`config.mk`:
```
export PLATFORM = sky130hd
export DESIGN_NAME = player_turn_ctrl_flat
export DESIGN_NICKNAME = d
export VERILOG_FILES = /design/src/rtl/player_turn_ctrl_if.sv /design/src/rtl/player_turn_ctrl.sv /design/src/flat_wrapper.sv
export SDC_FILE = /design/constraint.sdc
export NUM_CORES = 1
export LEC_CHECK = 0
export BUFFER_PORTS_ARGS = -buffer_cell sky130_fd_sc_hd__buf_2
export CORE_MARGIN = 2
export CORE_UTILIZATION = 59
export CTS_CLUSTER_DIAMETER = 40
export DETAILED_ROUTE_END_ITERATION = 10
export PLACE_DENSITY = 0.82
export RECOVER_POWER = 50
export SKIP_CTS_REPAIR_TIMING = 1
export SLEW_MARGIN = 5
export SYNTH_ARGS = -nofsm -noshare
export SYNTH_HDL_FRONTEND = slang
export SYNTH_SLANG_ARGS = --single-unit
```
`constraint.sdc`:
```
create_clock -name clk -period 4.3 [get_ports clk]
set_input_delay 0.86 -clock clk [delete_from_list [all_inputs] [get_ports clk]]
set_output_delay 0.86 -clock clk [all_outputs]
set_load 0.03 [all_outputs]
```
`src/rtl/player_turn_ctrl_if.sv`:
```
// Control/indicator bundle for the two-player turn scheduler.
// PLAYER_TURN_PAUSE_EN adds the pauseReq input.
interface player_turn_ctrl_if;
  logic        startOfFrame;
  logic        gameStart;
  logic        gameOver;
  logic        turnDoneP0;
  logic        turnDoneP1;
`ifdef PLAYER_TURN_PAUSE_EN
  logic        pauseReq;
`endif
  logic        activePlayer;
  logic        indicatorEnable;
  logic [10:0] topLeftX;
  logic [10:0] topLeftY;
  logic [7:0]  indicatorColor;
  logic [9:0]  framesLeft;
  logic        turnStartPulse;
  logic        timeoutPulse;

  modport master (
    output startOfFrame, gameStart, gameOver, turnDoneP0, turnDoneP1,
`ifdef PLAYER_TURN_PAUSE_EN
    output pauseReq,
`endif
    input  activePlayer, indicatorEnable, topLeftX, topLeftY, indicatorColor,
    input  framesLeft, turnStartPulse, timeoutPulse
  );

  modport slave (
    input  startOfFrame, gameStart, gameOver, turnDoneP0, turnDoneP1,
`ifdef PLAYER_TURN_PAUSE_EN
    input  pauseReq,
`endif
    output activePlayer, indicatorEnable, topLeftX, topLeftY, indicatorColor,
    output framesLeft, turnStartPulse, timeoutPulse
  );
endinterface

```
`src/rtl/player_turn_ctrl.sv`:
```
// Two-player turn scheduler: frame-counted turns, inter-turn gap, blinking indicator.
// Optional pause input enabled by defining PLAYER_TURN_PAUSE_EN.
module player_turn_ctrl #(
  parameter int         TURN_FRAMES  = 600,
  parameter int         WARN_FRAMES  = 120,
  parameter int         BLINK_FRAMES = 8,
  parameter int         GAP_FRAMES   = 30,
  parameter int         P0_X         = 600,
  parameter int         P0_Y         = 50,
  parameter int         P1_X         = 600,
  parameter int         P1_Y         = 100,
  parameter logic [7:0] P0_COLOR     = 8'h5b,
  parameter logic [7:0] P1_COLOR     = 8'hE0
) (
  input logic               clk,
  input logic               resetN,
  player_turn_ctrl_if.slave bus
);

  localparam logic [9:0]  TURN_L    = 10'(TURN_FRAMES);
  localparam logic [9:0]  WARN_L    = 10'(WARN_FRAMES);
  localparam logic [9:0]  BLINK_TOP = 10'(BLINK_FRAMES - 1);
  localparam logic [9:0]  GAP_L     = 10'(GAP_FRAMES);
  localparam logic [10:0] P0X       = 11'(P0_X);
  localparam logic [10:0] P0Y       = 11'(P0_Y);
  localparam logic [10:0] P1X       = 11'(P1_X);
  localparam logic [10:0] P1Y       = 11'(P1_Y);

  typedef enum logic [1:0] {IDLE, TURN, GAP, OVER} state_t;

  state_t     state, nxt_state;
  logic [9:0] fl_q, fl_d, gap_q, gap_d, bcnt_q, bcnt_d;
  logic       bph_q, bph_d, ap_q, ap_d;
  logic       en_d, tsp_d, top_d;
  logic       pause, sof, done_act;

`ifdef PLAYER_TURN_PAUSE_EN
  assign pause = bus.pauseReq;
`else
  assign pause = 1'b0;
`endif

  assign sof      = bus.startOfFrame;
  // Only the owner of the turn can end it; the other player's request is dropped.
  assign done_act = ap_q ? bus.turnDoneP1 : bus.turnDoneP0;

  always_ff @(posedge clk or negedge resetN)
    if (!resetN) state <= IDLE;
    else         state <= nxt_state;

  always_comb begin
    nxt_state = state;
    if (bus.gameOver) nxt_state = OVER;
    else begin
      case (state)
        IDLE, OVER: if (bus.gameStart) nxt_state = TURN;
        TURN:       if (!pause && (done_act || (sof && fl_q == 10'd1))) nxt_state = GAP;
        GAP:        if (!pause && sof && gap_q <= 10'd1) nxt_state = TURN;
        default:    nxt_state = IDLE;
      endcase
    end
  end

  always_comb begin
    fl_d   = fl_q;
    gap_d  = gap_q;
    bcnt_d = bcnt_q;
    bph_d  = bph_q;
    ap_d   = ap_q;
    top_d  = 1'b0;
    case (state)
      TURN: if (!bus.gameOver && !pause && !done_act && sof) begin
        fl_d = (fl_q != 10'd0) ? fl_q - 10'd1 : 10'd0;
        if (fl_q == 10'd1) top_d = 1'b1;
        if (fl_q <= WARN_L) begin
          if (bcnt_q == BLINK_TOP) begin
            bcnt_d = 10'd0;
            bph_d  = ~bph_q;
          end else begin
            bcnt_d = bcnt_q + 10'd1;
          end
        end
      end
      GAP: if (!bus.gameOver && !pause && sof && gap_q != 10'd0) gap_d = gap_q - 10'd1;
      default: ;
    endcase
    if (state == TURN && nxt_state == GAP) begin
      ap_d  = ~ap_q;
      gap_d = GAP_L;
    end
    // Turn entry from IDLE/OVER restarts with player 0; from GAP the owner already flipped.
    if (state != TURN && nxt_state == TURN) begin
      fl_d   = TURN_L;
      bcnt_d = 10'd0;
      bph_d  = 1'b1;
      if (state != GAP) ap_d = 1'b0;
    end
    tsp_d = (state != TURN) && (nxt_state == TURN);
    if (nxt_state != TURN)  en_d = 1'b0;
    else if (pause)         en_d = 1'b1;
    else if (fl_d > WARN_L) en_d = 1'b1;
    else                    en_d = bph_d;
  end

  always_ff @(posedge clk or negedge resetN)
    if (!resetN) begin
      fl_q               <= 10'd0;
      gap_q              <= 10'd0;
      bcnt_q             <= 10'd0;
      bph_q              <= 1'b1;
      ap_q               <= 1'b0;
      bus.indicatorEnable <= 1'b0;
      bus.topLeftX       <= P0X;
      bus.topLeftY       <= P0Y;
      bus.indicatorColor <= P0_COLOR;
      bus.turnStartPulse <= 1'b0;
      bus.timeoutPulse   <= 1'b0;
    end else begin
      fl_q               <= fl_d;
      gap_q              <= gap_d;
      bcnt_q             <= bcnt_d;
      bph_q              <= bph_d;
      ap_q               <= ap_d;
      bus.indicatorEnable <= en_d;
      bus.topLeftX       <= ap_d ? P1X : P0X;
      bus.topLeftY       <= ap_d ? P1Y : P0Y;
      bus.indicatorColor <= ap_d ? P1_COLOR : P0_COLOR;
      bus.turnStartPulse <= tsp_d;
      bus.timeoutPulse   <= top_d;
    end

  assign bus.activePlayer = ap_q;
  assign bus.framesLeft   = fl_q;

endmodule

```
`src/flat_wrapper.sv`:
```
// flat-port wrapper written by rule: the top's interface ports become plain ports
module player_turn_ctrl_flat 
#(
  parameter int         TURN_FRAMES  = 600,
  parameter int         WARN_FRAMES  = 120,
  parameter int         BLINK_FRAMES = 8,
  parameter int         GAP_FRAMES   = 30,
  parameter int         P0_X         = 600,
  parameter int         P0_Y         = 50,
  parameter int         P1_X         = 600,
  parameter int         P1_Y         = 100,
  parameter logic [7:0] P0_COLOR     = 8'h5b,
  parameter logic [7:0] P1_COLOR     = 8'hE0
)
  (clk, resetN, bus_startOfFrame, bus_gameStart, bus_gameOver, bus_turnDoneP0, bus_turnDoneP1, bus_activePlayer, bus_indicatorEnable, bus_topLeftX, bus_topLeftY, bus_indicatorColor, bus_framesLeft, bus_turnStartPulse, bus_timeoutPulse);
  player_turn_ctrl_if bus_i ();
  input logic clk;
  input logic resetN;
  input wire logic [$bits(bus_i.startOfFrame)-1:0] bus_startOfFrame;
  input wire logic [$bits(bus_i.gameStart)-1:0] bus_gameStart;
  input wire logic [$bits(bus_i.gameOver)-1:0] bus_gameOver;
  input wire logic [$bits(bus_i.turnDoneP0)-1:0] bus_turnDoneP0;
  input wire logic [$bits(bus_i.turnDoneP1)-1:0] bus_turnDoneP1;
  output wire logic [$bits(bus_i.activePlayer)-1:0] bus_activePlayer;
  output wire logic [$bits(bus_i.indicatorEnable)-1:0] bus_indicatorEnable;
  output wire logic [$bits(bus_i.topLeftX)-1:0] bus_topLeftX;
  output wire logic [$bits(bus_i.topLeftY)-1:0] bus_topLeftY;
  output wire logic [$bits(bus_i.indicatorColor)-1:0] bus_indicatorColor;
  output wire logic [$bits(bus_i.framesLeft)-1:0] bus_framesLeft;
  output wire logic [$bits(bus_i.turnStartPulse)-1:0] bus_turnStartPulse;
  output wire logic [$bits(bus_i.timeoutPulse)-1:0] bus_timeoutPulse;
  assign bus_i.startOfFrame = bus_startOfFrame;
  assign bus_i.gameStart = bus_gameStart;
  assign bus_i.gameOver = bus_gameOver;
  assign bus_i.turnDoneP0 = bus_turnDoneP0;
  assign bus_i.turnDoneP1 = bus_turnDoneP1;
  assign bus_activePlayer = bus_i.activePlayer;
  assign bus_indicatorEnable = bus_i.indicatorEnable;
  assign bus_topLeftX = bus_i.topLeftX;
  assign bus_topLeftY = bus_i.topLeftY;
  assign bus_indicatorColor = bus_i.indicatorColor;
  assign bus_framesLeft = bus_i.framesLeft;
  assign bus_turnStartPulse = bus_i.turnStartPulse;
  assign bus_timeoutPulse = bus_i.timeoutPulse;
  player_turn_ctrl #(.TURN_FRAMES(TURN_FRAMES), .WARN_FRAMES(WARN_FRAMES), .BLINK_FRAMES(BLINK_FRAMES), .GAP_FRAMES(GAP_FRAMES), .P0_X(P0_X), .P0_Y(P0_Y), .P1_X(P1_X), .P1_Y(P1_Y), .P0_COLOR(P0_COLOR), .P1_COLOR(P1_COLOR)) u_core (.clk(clk), .resetN(resetN), .bus(bus_i));
endmodule
```
==> results.tsv, run 1 <==
metric	value	unit
Hold Crit Endpoint	u_core.gap_q[9]	
per-cell via count in the routed design	5.68	
drt total wl	4960	um
ratio of total power to cell area	587	nW/um^2
post-synthesis cell type count	54	
die height	69.5	um
Final Hold Fails	0	
Design Area, Final	2670	um^2
signed area change from the synthesized netlist to the final layout	5.54	%
GP Congestion	0.899	
worst hold path type	flip-flop to flip-flop	
Syn. warnings	0	
CP Max Fanout	9	
met3 Usage GRT	0.0654	
Cells on Worst Hold Path	2	
tightest slew margin relative to the limit	-0.313	
XOR/XNOR share of the synthesized area	0.0589	
via count	1995	
Final TNS setup	0	ns
number of iterations in the first detailed-routing pass	4	
internal power summed over all cells	855	uW
number of filler cells placed in the layout	339	
complex-gate fraction of the synthesized area	0.111	
final non-filler cell total	351	
die boundary width	69.5	um
post-route antenna net violation count	0	
part of the cycle the worst path needs	0.753	
met2 capacity usage during global routing	0.353	
Worst Path Required	4.47	ns
peak supply drop	0.285	mV
minimum clock period after layout	3.24	ns
post-detailed-route DRC marker count	0	
buffers from clock root to sink, at most	2	
combinational power share	0.481	
core region area	4060	um^2
area fraction in and, or, nand and nor cells after synthesis	0.269	
leakage power total	0.00120	uW
Reg power frac	0.331	
Worst Min Path Start	u_core.gap_q[9]	
final number of setup-violating endpoints	0	
Total Die Area	4830	um^2
switching power total	711	uW
register area share after synthesis	0.377	
main combinational cell family by area after synthesis	simple AND/OR/NAND/NOR gates	
CTS H-tree lvls	2	
gr ovfl total	0	
TritonCTS Buffers	5	
fraction of the mapped netlist area in adder cells	0.0445	
maximum clock rate	0.309	GHz
root buffer cell	sky130_fd_sc_hd__clkbuf_8	
Post-synth EDFFs	0	
portion of total power attributed to the clock network	0.187	
PortBufs	30	
Clock Pin Slew Worst Setup and Hold Paths	0.07	ns
max-slew violations	39	
number of clock sinks seen by CTS	38	
transition time at the pin with the least slew margin	1.97	ns
CTS tree	done	
met1 GRT Util	0.267	
wire length per cell after detailed routing	14.1	um
netlist area before placement	2530	um^2
grt peak-use layer	met2	
All-Layer GR Usage	0.214	
final-stage net count	316	
Worst Setup End Kind	flip-flop	
async set-reset flop share out of synthesis	1.00	
placed standard-cell area	2580	um^2
max capacitance violation total	1	
share of post-route cells with drive strength above 1	0.136	
violated checks	max-capacitance violations, max-slew violations	
critical path startpoint category	input port	
RSZ-0062 raised after global routing	false	
status	finished with violations	
worst endpoint data arrival time	3.41	ns
worst reg2reg path endpoint	u_core.bus.indicatorEnable	
cell count after synthesis	278	
HPWL after detailed placement	3640	um
diode insertion count for antenna repair	0	
global-route wire length before repair	8310	um
fraction of power spent switching nets	0.454	
flop2flop setup slack	1.17	ns
vias in the first global route	1887	
Setup Skew	0.00529	ns
register bit count reported by yosys	38	
Reg2Reg Launch Point	u_core.state[1]	
effective utilization at floorplan	0.623	
type of the worst setup path	input port to flip-flop	
dominant synthesized flop cell	sky130_fd_sc_hd__dfrtp_1	
number of DRC markers after the initial detailed-route iteration	123	
syn_area_per_cell	9.10	um^2
worst-case reg-to-reg path depth	8	
total I/O pin count	51	
clock latency on the worst-skew pair	0.29	ns
cell total after placement	343	
multiplexer share of the synthesized area	0.0208	
Pwr Total	1570	uW
pin count of the biggest net entering global routing	39	
initial antenna violation count	0	
Cell Rows	23	
per-stage QoR:
step | hold slack [ns] | utilization | setup WS, ns
floorplan | 0.491 | - | 1.28
global placement | 0.522 | 0.636 | 0.934
detailed placement | 0.538 | 0.636 | 0.827
CTS | 0.556 | 0.662 | 1.11
global route | 0.599 | 0.658 | 0.865
finish | 0.552 | 0.658 | 1.06
layout make-up:
cell class | count | area (um^2) | area share
Clock inverter | 1 | 30.0 | 0.0112
Inverter | 15 | 56.3 | 0.0211
Sequential cell | 38 | 953 | 0.357
Multi-Input combinational cell | 209 | 1350 | 0.505
Timing Repair Buffer | 31 | 143 | 0.0534
Clock buffer | 7 | 76.3 | 0.0286
Tap cell | 50 | 62.6 | 0.0234
layout by cell type (no fill, tap or decap), types with 3 or more instances in the layout:
master	n
sky130_fd_sc_hd__xor2_1	6
sky130_fd_sc_hd__dfrtp_1	36
sky130_fd_sc_hd__or4_1	5
sky130_fd_sc_hd__and2_1	3
sky130_fd_sc_hd__nor3_1	10
sky130_fd_sc_hd__or3_1	12
sky130_fd_sc_hd__nor4_1	6
sky130_fd_sc_hd__a21oi_1	10
sky130_fd_sc_hd__nand3_1	7
sky130_fd_sc_hd__nand2b_1	5
sky130_fd_sc_hd__ha_1	9
sky130_fd_sc_hd__inv_1	14
sky130_fd_sc_hd__mux2i_1	3
sky130_fd_sc_hd__a21o_1	3
sky130_fd_sc_hd__conb_1	20
sky130_fd_sc_hd__o21ai_0	6
sky130_fd_sc_hd__buf_2	18
sky130_fd_sc_hd__nand2_1	15
sky130_fd_sc_hd__xnor2_1	11
sky130_fd_sc_hd__or2_2	3
sky130_fd_sc_hd__and3_1	4
sky130_fd_sc_hd__clkbuf_1	14
sky130_fd_sc_hd__nor2_1	30
sky130_fd_sc_hd__clkbuf_8	5
sky130_fd_sc_hd__nand4_1	7
kinds of logic (layout without fill, tap and decap cells):
kind of cell             Yosys count  count (layout)
AO/OA/AOI/OAI                     37              37
multiplexers                       5               5
flip-flops                        38              38
adder cells (fa/ha/maj)            9               9
XOR/XNOR                          17              17
AND/OR/NAND/NOR                  121             121
buffers and inverters             49              54
other                              2              20
metal layers:
layer	share of wire	vias to the layer above
met5	0	-
met4	0.0058	0
met3	0.060	4
met2	0.49	56
met1	0.45	958
li1	-	977
cell usage after synthesis, drive strengths merged (2+ instances only):
cell type	count	share of area
xnor2	11	0.038
and4	2	0.0069
nor3	10	0.020
conb	2	0.0030
nor2	30	0.045
nor4	8	0.028
a21o	3	0.0089
a21boi	2	0.0059
a221oi	2	0.0094
xor2	6	0.021
or3	12	0.030
nand2	15	0.022
or4	7	0.024
or2	3	0.0074
clkbuf	3	0.0045
dfrtp	36	0.36
ha	9	0.045
nand3	7	0.014
nand2b	5	0.012
o31ai	2	0.0059
inv	14	0.021
mux2	2	0.0089
and3	4	0.0099
o21ai	6	0.012
and2	4	0.0099
nand4	7	0.017
mux2i	3	0.012
buf	31	0.090
and3b	2	0.0069
dfstp	2	0.021
a21oi	10	0.020
critical path: stages:
cell                      delay, ns
sky130_fd_sc_hd__buf_2         0.10
sky130_fd_sc_hd__mux2i_1       0.53
sky130_fd_sc_hd__nand2_1       0.32
sky130_fd_sc_hd__or4_1         0.64
sky130_fd_sc_hd__xor2_1        0.21
sky130_fd_sc_hd__or3b_2        0.46
sky130_fd_sc_hd__o311a_1       0.29
registers in the layout, summed over array words and instances (netlist names):
signal                      cells
u_core.state                    2
u_core.gap_q                   10
u_core.bcnt_q                  10
u_core.bus.framesLeft          10
u_core.bus.timeoutPulse         1
u_core.bus.indicatorEnable      1
u_core.bph_q                    1
u_core.bus.topLeftY             2
u_core.bus.turnStartPulse       1
power groups by stage:
stage / logic, uW / clock network (uW) / registers, uW
after CTS: 760 / 303 / 518
after global routing: 819 / 319 / 532
after detailed placement: 753 / 0 / 525
after floorplan: 601 / 0 / 561
final: 754 / 293 / 519
after global placement: 742 / 0 / 520
worst max-delay path by stage:
stage,startpoint,endpoint,cells after the start
3_5_place_dp,bus_turnDoneP1,u_core.bus.indicatorEnable,7
2_1_floorplan,bus_turnDoneP1,u_core.bus.indicatorEnable,6
4_1_cts,bus_turnDoneP1,u_core.bus.indicatorEnable,7
6_report,bus_turnDoneP1,u_core.bus.indicatorEnable,7
3_3_place_gp,bus_turnDoneP1,u_core.bus.indicatorEnable,7
5_1_grt,bus_turnDoneP1,u_core.bus.indicatorEnable,7
Power figures use the tool's default switching activity.
==> inputs of run 2 (changes only) <==
--- a/config.mk
+++ b/config.mk
@@ -7,10 +7,10 @@
 export LEC_CHECK = 0
 export BUFFER_PORTS_ARGS = -buffer_cell sky130_fd_sc_hd__buf_2
 export CORE_MARGIN = 2
-export CORE_UTILIZATION = 59
+export CORE_UTILIZATION = 55
 export CTS_CLUSTER_DIAMETER = 40
 export DETAILED_ROUTE_END_ITERATION = 10
-export PLACE_DENSITY = 0.82
+export PLACE_DENSITY = 0.77
 export RECOVER_POWER = 50
 export SKIP_CTS_REPAIR_TIMING = 1
 export SLEW_MARGIN = 5
==> constraint.sdc (replaced) <==
create_clock -name clk -period 3 [get_ports clk]
set_input_delay 0.6 -clock clk [delete_from_list [all_inputs] [get_ports clk]]
set_output_delay 0.6 -clock clk [all_outputs]
set_load 0.03 [all_outputs]
==> run 2 against run 1 <==
  * The flow still finishes with violations (max-capacitance violations, max-slew violations)
  * Combinational power grew 47%
  * Critical path depth shrank 1
  * First-iteration DRC count grew 9.8%
  * Clock skew grew 0.0040 ns
  * Sequential power grew 43%
  * Wire length grew 2.9%
  * Utilization shrank 3.6 points
  * Hold slack gained 0.00073 ns
  * Largest power group unchanged
  * Highest routed layer unchanged
==> results.tsv, run 2 (synthesis gave the netlist of run 1 again) <==
metric	value	unit	change
transition time at the pin with the least slew margin	2.00	ns	+0.0342 ns
signed area change from the synthesized netlist to the final layout	7.86	%	
drt total wl	5100	um	+2.9%
minimum clock period after layout	2.81	ns	
core region area	4380	um^2	+8.0%
max-slew violations	39		unchanged
Final Hold Fails	0		unchanged
post-route antenna net violation count	0		unchanged
Multi-input gate area	1350	um^2	unchanged
total I/O pin count	51		unchanged
Cell Rows	24		+4.3%
leakage power total	0.00123	uW	+2.5%
Clock Pin Slew Worst Setup and Hold Paths	0.08	ns	about the same
ratio of total power to cell area	841	nW/um^2	+43%
worst reg2reg path endpoint	u_core.bus.indicatorEnable		
Worst Setup End Kind	flip-flop		
TritonCTS Buffers	5		unchanged
worst-case reg-to-reg path depth	6		-2
number of DRC markers after the initial detailed-route iteration	135		+9.8%
GP Congestion	0.894		-0.61%
vias in the first global route	1947		+3.2%
flop2flop setup slack	0.19	ns	-0.98 ns
die boundary width	71.8	um	+3.4%
Reg2Reg Launch Point	u_core.bcnt_q[6]		
clock latency on the worst-skew pair	0.30	ns	about the same
die height	71.8	um	+3.4%
number of filler cells placed in the layout	398		+17%
peak supply drop	0.355	mV	+24%
number of iterations in the first detailed-routing pass	4		unchanged
global-route wire length before repair	8790	um	+5.8%
worst endpoint data arrival time	2.99	ns	-0.42 ns
CP Max Fanout	4		-5
worst hold path type	flip-flop to flip-flop		
per-cell via count in the routed design	5.59		-1.7%
Design Area, Final	2730	um^2	+2.2%
final hold slack	0.552	ns	+0.000726 ns
root buffer cell	sky130_fd_sc_hd__clkbuf_8		
worst setup path endpoint	u_core.bus.indicatorEnable		
leading cell types in the layout, fill and taps excluded	36 x sky130_fd_sc_hd__dfrtp_1, 30 x sky130_fd_sc_hd__nor2_1, 20 x sky130_fd_sc_hd__conb_1, 18 x sky130_fd_sc_hd__buf_2, 15 x sky130_fd_sc_hd__nand2_1		
PortBufs	30		unchanged
part of the cycle the worst path needs	0.935		
pin count of the biggest net entering global routing	39		unchanged
type of the worst setup path	flip-flop to flip-flop		
status	finished with violations		
CTS tree	done		
critical path startpoint category	flip-flop		
All-Layer GR Usage	0.221		+0.00706
diode insertion count for antenna repair	0		unchanged
buffers from clock root to sink, at most	2		unchanged
timing startpoint of the critical path	u_core.bcnt_q[6]		
most frequent standard cell in the layout excluding fill and tap cells	sky130_fd_sc_hd__dfrtp_1		
wire length per cell after detailed routing	14.2	um	+0.31%
initial antenna violation count	0		unchanged
post-detailed-route DRC marker count	0		unchanged
Total Die Area	5160	um^2	+6.8%
placed standard-cell area	2630	um^2	+2.1%
effective utilization at floorplan	0.577		-0.0464
Setup Skew	0.00929	ns	+0.00400 ns
gr ovfl total	0		unchanged
Worst Path Required	3.19	ns	-1.28 ns
violated checks	max-capacitance violations, max-slew violations		
CTS H-tree lvls	2		unchanged
HPWL after detailed placement	3830	um	+5.3%
via count	2011		+0.80%
maximum clock rate	0.356	GHz	
max capacitance violation total	1		unchanged
tightest slew margin relative to the limit	-0.336		-0.0228
final number of setup-violating endpoints	0		unchanged
RSZ-0062 raised after global routing	false		
Pwr Total	2300	uW	+47%
Final TNS setup	0	ns	unchanged
register area	953	um^2	unchanged
share of post-route cells with drive strength above 1	0.159		+0.0229
final-stage net count	323		+2.2%
number of clock sinks seen by CTS	38		unchanged
run 2: changes by cell type in the layout (fill, tap and decap cells not counted), sizes merged:
| cell | previous run | this run |
|---|---|---|
| clkinvlp | 0 | 2 |
| buf | 19 | 25 |
| clkbuf | 19 | 18 |
run 2: how the worst min path moves through the flow:
stage / from / endpoint / slack [ns] / cells after the start
final: u_core.gap_q[1] / u_core.gap_q[1] / 0.55 / 2
after global routing: u_core.bcnt_q[9] / u_core.bcnt_q[9] / 0.59 / 2
after CTS: resetN / u_core.gap_q[3] / 0.43 / 1
after detailed placement: u_core.gap_q[1] / u_core.gap_q[1] / 0.54 / 2
after global placement: u_core.gap_q[9] / u_core.gap_q[9] / 0.52 / 2
after floorplan: resetN / u_core.bcnt_q[0] / 0.30 / 0
run 2: worst max-delay path, stage by stage (launching register included):
cell and delay [ns]:
sky130_fd_sc_hd__dfrtp_1 0.43, sky130_fd_sc_hd__or4_1 0.55, sky130_fd_sc_hd__or3_1 0.33, sky130_fd_sc_hd__or4_1 0.46
sky130_fd_sc_hd__xor2_1 0.19, sky130_fd_sc_hd__or3b_2 0.45, sky130_fd_sc_hd__o311a_1 0.30
run 2: where the power goes:
| part | internal [uW] | switching [uW] | total, uW |
|---|---|---|---|
| Clock | 247 | 194 | 441 |
| Sequential | 625 | 118 | 743 |
| Combinational | 376 | 736 | 1110 |
| Total | 1250 | 1050 | 2300 |
run 2: layout make-up:
cell class	count	share of cell area
flip-flops and latches	38	0.349
well taps	52	0.0238
multi-input cells	209	0.494
clock inverters	3	0.0165
clock buffers	5	0.0252
inverters	15	0.0206
repair buffers	38	0.0702
run 2: routing by layer:
layer / GRT usage / routed length (um)
met4: 0.0901 / 113
met2: 0.378 / 2520
met1: 0.268 / 2160
met3: 0.0506 / 310
met5: 0 / 0
run 2: stage by stage:
stage,worst slack [ns],cells,util
3_5_place_dp,0.232,352,0.601
5_1_grt,0.0729,360,0.622
3_3_place_gp,0.273,352,0.601
4_1_cts,0.205,360,0.627
6_report,0.194,360,0.622
2_1_floorplan,0.129,296,-
==> inputs of run 3 (changes only) <==
--- a/config.mk
+++ b/config.mk
@@ -11,7 +11,6 @@
 export CTS_CLUSTER_DIAMETER = 40
 export DETAILED_ROUTE_END_ITERATION = 10
 export PLACE_DENSITY = 0.77
-export RECOVER_POWER = 50
 export SKIP_CTS_REPAIR_TIMING = 1
 export SLEW_MARGIN = 5
 export SYNTH_ARGS = -nofsm -noshare
==> run 3 against run 2 <==
  * The flow now finishes without violations
  * Largest cell class unchanged
  * Register-to-register slack hardly changed
  * Clock skew is 0.00075 ns lower
  * Sequential share of layout area is 0.24 points lower
  * Non-clock buffer count stayed put
  * Combinational power hardly changed
  * Critical endpoint unchanged
  * Power is 0.78% higher
  * Via count is 0.85% higher
==> results.tsv, run 3 (synthesis gave the netlist of run 1 again) <==
metric	value	unit	change
status	completed		
transition time at the pin with the least slew margin	0.839	ns	-1.16 ns
core region area	4380	um^2	unchanged
diode insertion count for antenna repair	0		unchanged
TritonCTS Buffers	5		unchanged
CTS H-tree lvls	2		unchanged
most frequent standard cell in the layout excluding fill and tap cells	sky130_fd_sc_hd__dfrtp_1		
max-slew violations	0		-100%
final number of setup-violating endpoints	0		unchanged
part of the cycle the worst path needs	0.935		about the same
max capacitance violation total	0		-1
type of the worst setup path	flip-flop to flip-flop		
initial antenna violation count	0		unchanged
number of clock sinks seen by CTS	38		unchanged
die height	71.8	um	unchanged
Total Die Area	5160	um^2	unchanged
GP Congestion	0.894		unchanged
PortBufs	30		unchanged
drt total wl	5100	um	unchanged
placed standard-cell area	2630	um^2	unchanged
per-cell via count in the routed design	5.63		+0.85%
CTS tree	done		
signed area change from the synthesized netlist to the final layout	8.61	%	
Final Hold Fails	0		unchanged
pin count of the biggest net entering global routing	39		unchanged
die boundary width	71.8	um	unchanged
critical path startpoint category	flip-flop		
post-detailed-route DRC marker count	0		unchanged
buffers from clock root to sink, at most	2		unchanged
leakage power total	0.00128	uW	+3.7%
Worst Setup End Kind	flip-flop		
Clock Pin Slew Worst Setup and Hold Paths	0.08	ns	about the same
peak supply drop	0.365	mV	+2.9%
global-route wire length before repair	8790	um	unchanged
effective utilization at floorplan	0.577		unchanged
Setup Skew	0.00854	ns	-0.000751 ns
tightest slew margin relative to the limit	0.441		+0.776
share of post-route cells with drive strength above 1	0.201		+0.0422
gr ovfl total	0		unchanged
All-Layer GR Usage	0.221		unchanged
post-route antenna net violation count	0		unchanged
CP Max Fanout	4		unchanged
cell total after placement	352		unchanged
via count	2028		+0.85%
final-stage net count	323		unchanged
Design Area, Final	2750	um^2	+0.69%
vias in the first global route	1947		unchanged
Final TNS setup	0	ns	unchanged
ratio of total power to cell area	842	nW/um^2	about the same
Cell Rows	24		unchanged
number of filler cells placed in the layout	395		-0.75%
Util after Layout	0.627		+0.00428
minimum clock period after layout	2.80	ns	-0.00122 ns
RSZ-0062 raised after global routing	false		
final non-filler cell total	360		unchanged
HPWL after detailed placement	3830	um	unchanged
root buffer cell	sky130_fd_sc_hd__clkbuf_8		
clock latency on the worst-skew pair	0.30	ns	about the same
worst-case reg-to-reg path depth	6		unchanged
number of DRC markers after the initial detailed-route iteration	140		+3.7%
wire length per cell after detailed routing	14.2	um	unchanged
Pwr Total	2310	uW	+0.78%
worst endpoint data arrival time	2.99	ns	about the same
number of iterations in the first detailed-routing pass	4		unchanged
maximum clock rate	0.357	GHz	about the same
worst hold path type	input port to asynchronous set/reset pin		
total I/O pin count	51		unchanged
leading cell types in the layout, fill and taps excluded	36 x sky130_fd_sc_hd__dfrtp_1, 30 x sky130_fd_sc_hd__nor2_1, 30 x sky130_fd_sc_hd__buf_2, 20 x sky130_fd_sc_hd__conb_1, 15 x sky130_fd_sc_hd__nand2_1		
Worst Path Required	3.19	ns	about the same
[run 3: changes by cell type in the layout (fill, tap and decap cells not counted), sizes merged]
cell and change:
buf +13, clkbuf -13
[run 3: area by class of cell]
type / instances / area (um^2) / area share
Clock buffer: 5 / 68.8 / 0.0250
Clock inverter: 3 / 45.0 / 0.0164
Inverter: 15 / 56.3 / 0.0205
Multi-Input combinational cell: 209 / 1350 / 0.491
Sequential cell: 38 / 953 / 0.347
Tap cell: 52 / 65.1 / 0.0237
Timing Repair Buffer: 38 / 210 / 0.0765
[run 3: worst max-delay path, stage by stage (launching register included)]
cell,delay (ns)
sky130_fd_sc_hd__dfrtp_1,0.43
sky130_fd_sc_hd__or4_1,0.55
sky130_fd_sc_hd__or3_1,0.33
sky130_fd_sc_hd__or4_1,0.46
sky130_fd_sc_hd__xor2_1,0.19
sky130_fd_sc_hd__or3b_2,0.45
sky130_fd_sc_hd__o311a_1,0.30
[run 3: metrics by stage]
step | hold slack [ns] | worst slack [ns]
6_report | 0.387 | 0.195
4_1_cts | 0.428 | 0.205
5_1_grt | 0.471 | 0.0729
3_3_place_gp | 0.523 | 0.273
3_5_place_dp | 0.537 | 0.232
2_1_floorplan | 0.304 | 0.129
[run 3: worst paths after layout]
| check | from | endpoint | slack [ns] |
|---|---|---|---|
| hold / removal | resetN | u_core.state[1] | 0.39 |
| setup / recovery | u_core.bcnt_q[6] | u_core.bus.indicatorEnable | 0.20 |
| setup reg to reg | u_core.bcnt_q[6] | u_core.bus.indicatorEnable | 0.20 |
| max in group asynchronous | resetN | u_core.bcnt_q[7] | 2.07 |
| hold reg to reg | u_core.gap_q[1] | u_core.gap_q[1] | 0.55 |
| min in group clk | u_core.gap_q[1] | u_core.gap_q[1] | 0.55 |
[run 3: where the power goes]
group	leakage (uW)	switching (uW)	internal (uW)	total, uW
Clock	0.0000504	195	247	442
Sequential	0.000481	117	625	742
Combinational	0.000748	737	393	1130
Total	0.00128	1050	1260	2310
[run 3: metal layers]
| metal | up-vias | global-route usage | part of all wire |
|---|---|---|---|
| li1 | 993 | - | - |
| met1 | 958 | 0.268 | 0.42 |
| met2 | 66 | 0.378 | 0.49 |
| met3 | 11 | 0.0506 | 0.062 |
| met4 | 0 | 0.0901 | 0.022 |
| met5 | - | 0 | 0 |
